==> config.mk <==
export PLATFORM = sky130hd
export DESIGN_NAME = pwr_rst_seq
export DESIGN_NICKNAME = d
export VERILOG_FILES = /design/src/rtl/pwr_rst_pkg.sv /design/src/rtl/pwr_rst_wdog.sv /design/src/rtl/pwr_rst_seq.sv
export SDC_FILE = /design/constraint.sdc
export NUM_CORES = 1
export LEC_CHECK = 0
export BUFFER_PORTS_ARGS = -buffer_cell sky130_fd_sc_hd__buf_4
export CORE_MARGIN = 5
export CORE_UTILIZATION = 54
export DETAILED_ROUTE_END_ITERATION = 16
export PLACE_DENSITY = 0.77
export SLEW_MARGIN = 30
export SYNTH_ARGS = -nofsm -noshare
export SYNTH_HDL_FRONTEND = slang
export SYNTH_SLANG_ARGS = --single-unit
==> constraint.sdc <==
create_clock -name clk -period 1.75 [get_ports clk]
set_input_delay 0.0875 -clock clk [delete_from_list [all_inputs] [get_ports clk]]
set_output_delay 0.0875 -clock clk [all_outputs]
set_load 0.01 [all_outputs]
==> src/rtl/pwr_rst_pkg.sv <==
// Shared types and defaults for the power/reset sequencer.
// Covers the sequencer FSM states and the optional ready watchdog.
package pwr_rst_pkg;

    typedef enum logic [2:0] {
        ST_DELAY    = 3'd0,
        ST_WAIT_RDY = 3'd1,
        ST_RUN      = 3'd2,
        ST_SHUTDOWN = 3'd3,
        ST_OFF      = 3'd4
    } pwr_rst_state_e;

    localparam int PWR_RST_NUM_DOM_DEF = 4;
    localparam int PWR_RST_DLY_DEF     = 16;
    localparam int PWR_RST_ACK_TO_DEF  = 255;

    // Counter width for a modulus n, never narrower than one bit
    function automatic int pwr_rst_cw(int n);
        return (n > 1) ? $clog2(n) : 1;
    endfunction

endpackage

==> src/rtl/pwr_rst_wdog.sv <==
// Ready-timeout watchdog for the sequencer WAIT_RDY state.
// Counter clears whenever the sequencer is not waiting; error is sticky.
module pwr_rst_wdog
    import pwr_rst_pkg::*;
#(
    parameter int ACK_TO = PWR_RST_ACK_TO_DEF
) (
    input  logic clk,
    input  logic rst,
    input  logic active,
    input  logic rdy,
    output logic timeout,
    output logic seq_err
);

    localparam int TW = pwr_rst_cw(ACK_TO);
    localparam logic [TW-1:0] T_LAST = TW'(ACK_TO - 1);

    logic [TW-1:0] tcnt;

    assign timeout = active && !rdy && (tcnt == T_LAST);

    always_ff @(posedge clk or posedge rst) begin
        if (rst) begin
            tcnt    <= '0;
            seq_err <= 1'b0;
        end else begin
            if (!active) begin
                tcnt <= '0;
            end else if (tcnt != T_LAST) begin
                tcnt <= tcnt + 1'b1;
            end
            if (timeout) begin
                seq_err <= 1'b1;
            end
        end
    end

endmodule

==> src/rtl/pwr_rst_seq.sv <==
// Power/reset sequencer: ordered domain release, re-sequence, reverse shutdown.
// Define PWR_RST_SEQ_WDOG_EN to build the ready-timeout watchdog.
module pwr_rst_seq
    import pwr_rst_pkg::*;
#(
    parameter int NUM_DOM     = PWR_RST_NUM_DOM_DEF,
    parameter int RELEASE_DLY = PWR_RST_DLY_DEF,
    parameter int ACK_TO      = PWR_RST_ACK_TO_DEF
) (
    input  logic               clk,
    input  logic               rst,
    input  logic               sw_rst_req,
    input  logic               pwr_dn_req,
    input  logic [NUM_DOM-1:0] dom_rdy,
    output logic [NUM_DOM-1:0] dom_rst_n,
    output logic               seq_busy,
    output logic               pwr_dn_ack,
    output logic               seq_err
);

    localparam int CW = pwr_rst_cw(RELEASE_DLY);
    localparam int IW = pwr_rst_cw(NUM_DOM);
    localparam logic [CW-1:0] CNT_LAST = CW'(RELEASE_DLY - 1);
    localparam logic [IW-1:0] IDX_LAST = IW'(NUM_DOM - 1);

    pwr_rst_state_e state_q, state_d;

    logic [IW-1:0]      idx_q, idx_d;
    logic [CW-1:0]      cnt_q, cnt_d;
    logic [NUM_DOM-1:0] rst_n_d;
    logic               busy_d, ack_d;
    logic               dly_done, rdy_go, last_dom, timeout;

    assign dly_done = (cnt_q == CNT_LAST);
    assign last_dom = (idx_q == IDX_LAST);
    assign rdy_go   = dom_rdy[idx_q] || timeout;

`ifdef PWR_RST_SEQ_WDOG_EN
    pwr_rst_wdog #(
        .ACK_TO(ACK_TO)
    ) u_wdog (
        .clk    (clk),
        .rst    (rst),
        .active (state_q == ST_WAIT_RDY),
        .rdy    (dom_rdy[idx_q]),
        .timeout(timeout),
        .seq_err(seq_err)
    );
`else
    logic unused_ack_to;
    assign unused_ack_to = ^ACK_TO;
    assign timeout       = 1'b0;
    assign seq_err       = 1'b0;
`endif

    always_ff @(posedge clk or posedge rst) begin
        if (rst) begin
            state_q    <= ST_DELAY;
            idx_q      <= '0;
            cnt_q      <= '0;
            dom_rst_n  <= '0;
            seq_busy   <= 1'b1;
            pwr_dn_ack <= 1'b0;
        end else begin
            state_q    <= state_d;
            idx_q      <= idx_d;
            cnt_q      <= cnt_d;
            dom_rst_n  <= rst_n_d;
            seq_busy   <= busy_d;
            pwr_dn_ack <= ack_d;
        end
    end

    always_comb begin
        state_d = state_q;
        unique case (state_q)
            ST_DELAY: begin
                if (dly_done) state_d = ST_WAIT_RDY;
            end
            ST_WAIT_RDY: begin
                if (rdy_go) state_d = last_dom ? ST_RUN : ST_DELAY;
            end
            ST_RUN: begin
                if (sw_rst_req)      state_d = ST_DELAY;
                else if (pwr_dn_req) state_d = ST_SHUTDOWN;
            end
            ST_SHUTDOWN: begin
                if (idx_q == '0) state_d = ST_OFF;
            end
            ST_OFF: begin
                if (!pwr_dn_req) state_d = ST_DELAY;
            end
            default: state_d = ST_DELAY;
        endcase
    end

    // Registered-output next values; flags follow the next state
    always_comb begin
        idx_d   = idx_q;
        cnt_d   = cnt_q;
        rst_n_d = dom_rst_n;
        unique case (state_q)
            ST_DELAY: begin
                if (dly_done) rst_n_d[idx_q] = 1'b1;
                else          cnt_d = cnt_q + 1'b1;
            end
            ST_WAIT_RDY: begin
                if (rdy_go && !last_dom) begin
                    idx_d = idx_q + 1'b1;
                    cnt_d = '0;
                end
            end
            ST_RUN: begin
                if (sw_rst_req) begin
                    rst_n_d = '0;
                    idx_d   = '0;
                    cnt_d   = '0;
                end else if (pwr_dn_req) begin
                    idx_d = IDX_LAST;
                end
            end
            ST_SHUTDOWN: begin
                rst_n_d[idx_q] = 1'b0;
                if (idx_q != '0) idx_d = idx_q - 1'b1;
            end
            ST_OFF: begin
                if (!pwr_dn_req) begin
                    idx_d = '0;
                    cnt_d = '0;
                end
            end
            default: begin
                idx_d = '0;
                cnt_d = '0;
            end
        endcase
        busy_d = (state_d != ST_RUN);
        ack_d  = (state_d == ST_OFF);
    end

endmodule
==> impl_metrics.ini <==
[clocking]
clock_path_buffers = 2
clkTransAtPathRegs_ps = 80
clockRootBuffer = clkbuf_4
cts_setup_buffers = 0
cts_buffers = 3
cts_tree = yes
htreeDepth = 1
worstSkewPairLatency_ps = 280
clock_sinks = 15

[global_route]
grt_use_total = 0.164
grt_pass1_vias = 710
grt_remaining_overflow = 0
grt_max_degree = 16
antenna_found_initial = 0
grt_pass1_wl_um = 3280

[placed_design]
portBuffers = 13
dpl_cell_area_mm2 = 0.00106
gpl.final_weighted_congestion = 0.887
detailedPlace.worstSlack_ps = 103
dpl.hpwl_um = 1360

[timing]
tightest_slew_ps = 547
rsz0062_at_grt = false
setup_viol = 0
skew_ps = 5.07
setup_tns_ps = 0
fmax_ghz = 0.609
worst_slack_ps = 107
hold_viol_final = 0
hold_ws_ps = 205
max_slew_margin = 0.635
final_max_slew_viol_count = 0
finalCritPeriodShare = 0.939
fin_crit_ps = 1640

[critical_path]
path_class = reg -> reg
reg2reg_slack_ps = 110
start_kind = flop
worstPathArrival_ps = 1810
critPathCaptureType = flop
timing.rr.end = cnt_q[0]
r2r_cells = 4
required_ps = 1920
crit_path_max_fanout = 8
reg2reg_from = state_q[1]

[synth]
yosys.area.top_type_share = 0.367
yosys_warnings = 0
synthAdderAreaFrac = 0.0131
synth_top_family_by_area = simple AND/OR/NAND/NOR gates
synth.most_common_cell = dfrtp_1
ys_top_cells_by_count = dfrtp_1, nand2_1, inv_1
synthMuxAreaShare = 0.0682
synth_cell_types = 41
synth_area_leader_cell = dfrtp_1
synth_compound_area_frac = 0.184
synth-main-ff-cell = dfrtp_1
synthArstFlopShare = 1.00
ys_seq_area_frac = 0.395
synth_area_um2 = 953
ys_top_cells_by_area = dfrtp_1, nand2_1, inv_1
synth_edf_count = 0
avgSynthCellArea_um2 = 9.93
synth-xor-area-share = 0.00919
ys_seq_elements = 15
synthCells = 96
yosys.area_share.simple = 0.236
syn_nets = 105

[floorplanning]
start_util = 0.558
die_w_um = 52.0
die_h_um = 52.0
ioPinCount = 15
num_rows = 15
core-area_mm2 = 0.00171
die_area_mm2 = 0.00271

[route]
drc = 0
dr.pass1.iters = 4
vias = 712
drt-wirelength-per-cell_um = 13.0
vias_per_cell = 5.20
wirelength_um = 1780
drtIter0Drc = 5
drtAntennaViolNets = 0

[finish]
fill_cells = 158
area_growth_pct = 15.2
final_area_mm2 = 0.00110
num_antenna_cells = 0
drive_above_1_share = 0.313
finalNetCount = 122

[hold_path]
hold_start = pwr_dn_req
hold_end = state_q[0]
hold_depth = 4
min_path_type = in -> reg

[power]
p_total_mw = 1.39
vdd_drop_max_mv = 0.760
power_density_mw_per_mm2 = 1260
p_leak_nw = 0.538

[run]
cap_viol_max_count = 0

[run_status]
status = finished, final reports clean
state kept, by name, indices dropped and copies added (netlist names):
signal      cells
cnt_q           4
pwr_dn_ack      1
state_q         3
seq_busy        1
idx_q           2
dom_rst_n       4
cells by family (layout without fill, tap and decap cells):
kind of cell,after synthesis,in the layout
other,1,1
AO/OA/AOI/OAI,23,23
adder cells (fa/ha/maj),1,1
AND/OR/NAND/NOR,35,35
multiplexers,5,5
buffers and inverters,15,31
flip-flops,15,15
XOR/XNOR,1,1
per-layer routing:
metal / wire length (um) / GRT usage / vias to the layer above / part of all wire
li1: - / - / 369 / -
met1: 828 / 0.212 / 325 / 0.47
met2: 833 / 0.255 / 14 / 0.47
met3: 96 / 0.0630 / 4 / 0.054
met4: 19 / 0.0393 / 0 / 0.011
met5: 0 / 0 / - / 0
worst max path at each step:
stage	depth (start not counted)	to	start	slack [ps]
final	4	cnt_q[0]	state_q[1]	110
after global routing	4	cnt_q[0]	state_q[1]	7
after CTS	4	cnt_q[0]	idx_q[1]	90
after detailed placement	4	cnt_q[0]	idx_q[1]	100
after global placement	4	cnt_q[0]	state_q[1]	140
after floorplan	4	cnt_q[0]	state_q[2]	240
metrics by stage:
step,instances,util
5_1_grt,137,0.643
2_1_floorplan,96,-
3_5_place_dp,132,0.621
6_report,137,0.643
4_1_cts,137,0.642
3_3_place_gp,132,0.621
placed cells by master, fill, tap and decap left out, types with 2 or more instances in the layout:
cell       count
a21o_1         3
nor2_1         4
dfrtp_2        2
clkbuf_4       3
o22ai_1        3
o21ai_0        4
nand2b_1       4
mux2i_1        2
a21oi_1        3
nand4_1        2
dfrtp_1       12
nand3_1        3
buf_4         17
inv_1          9
o2111ai_1      2
nand2_1       11
mux2_1         2
area by class of cell:
type	instances	area, um^2	share of cell area
flip-flops and latches	15	379	0.345
clock buffers	4	26.3	0.0239
repair buffers	18	138	0.125
inverters	9	33.8	0.0308
multi-input cells	66	490	0.446
well taps	25	31.3	0.0285
power by group:
part           switching (mW)  internal (mW)  leakage (nW)  total, mW
registers               0.135          0.465         0.188      0.600
clock network           0.102         0.0885        0.0150      0.191
logic                   0.284          0.312         0.335      0.596
critical path, cell delays in order (launching register included):
cell	delay, ps
dfrtp_1	560
and4bb_2	320
a21oi_2	160
nand3_1	150
mux2_1	330
timing repair:
item                                    in CTS  in global routing
resized for setup                            0                  2
endpoints found under the hold margin       14                  0
hold buffers                                 1                  0
endpoints found under the setup margin       0                  2
No activity file was read; power rests on OpenSTA's default activity.
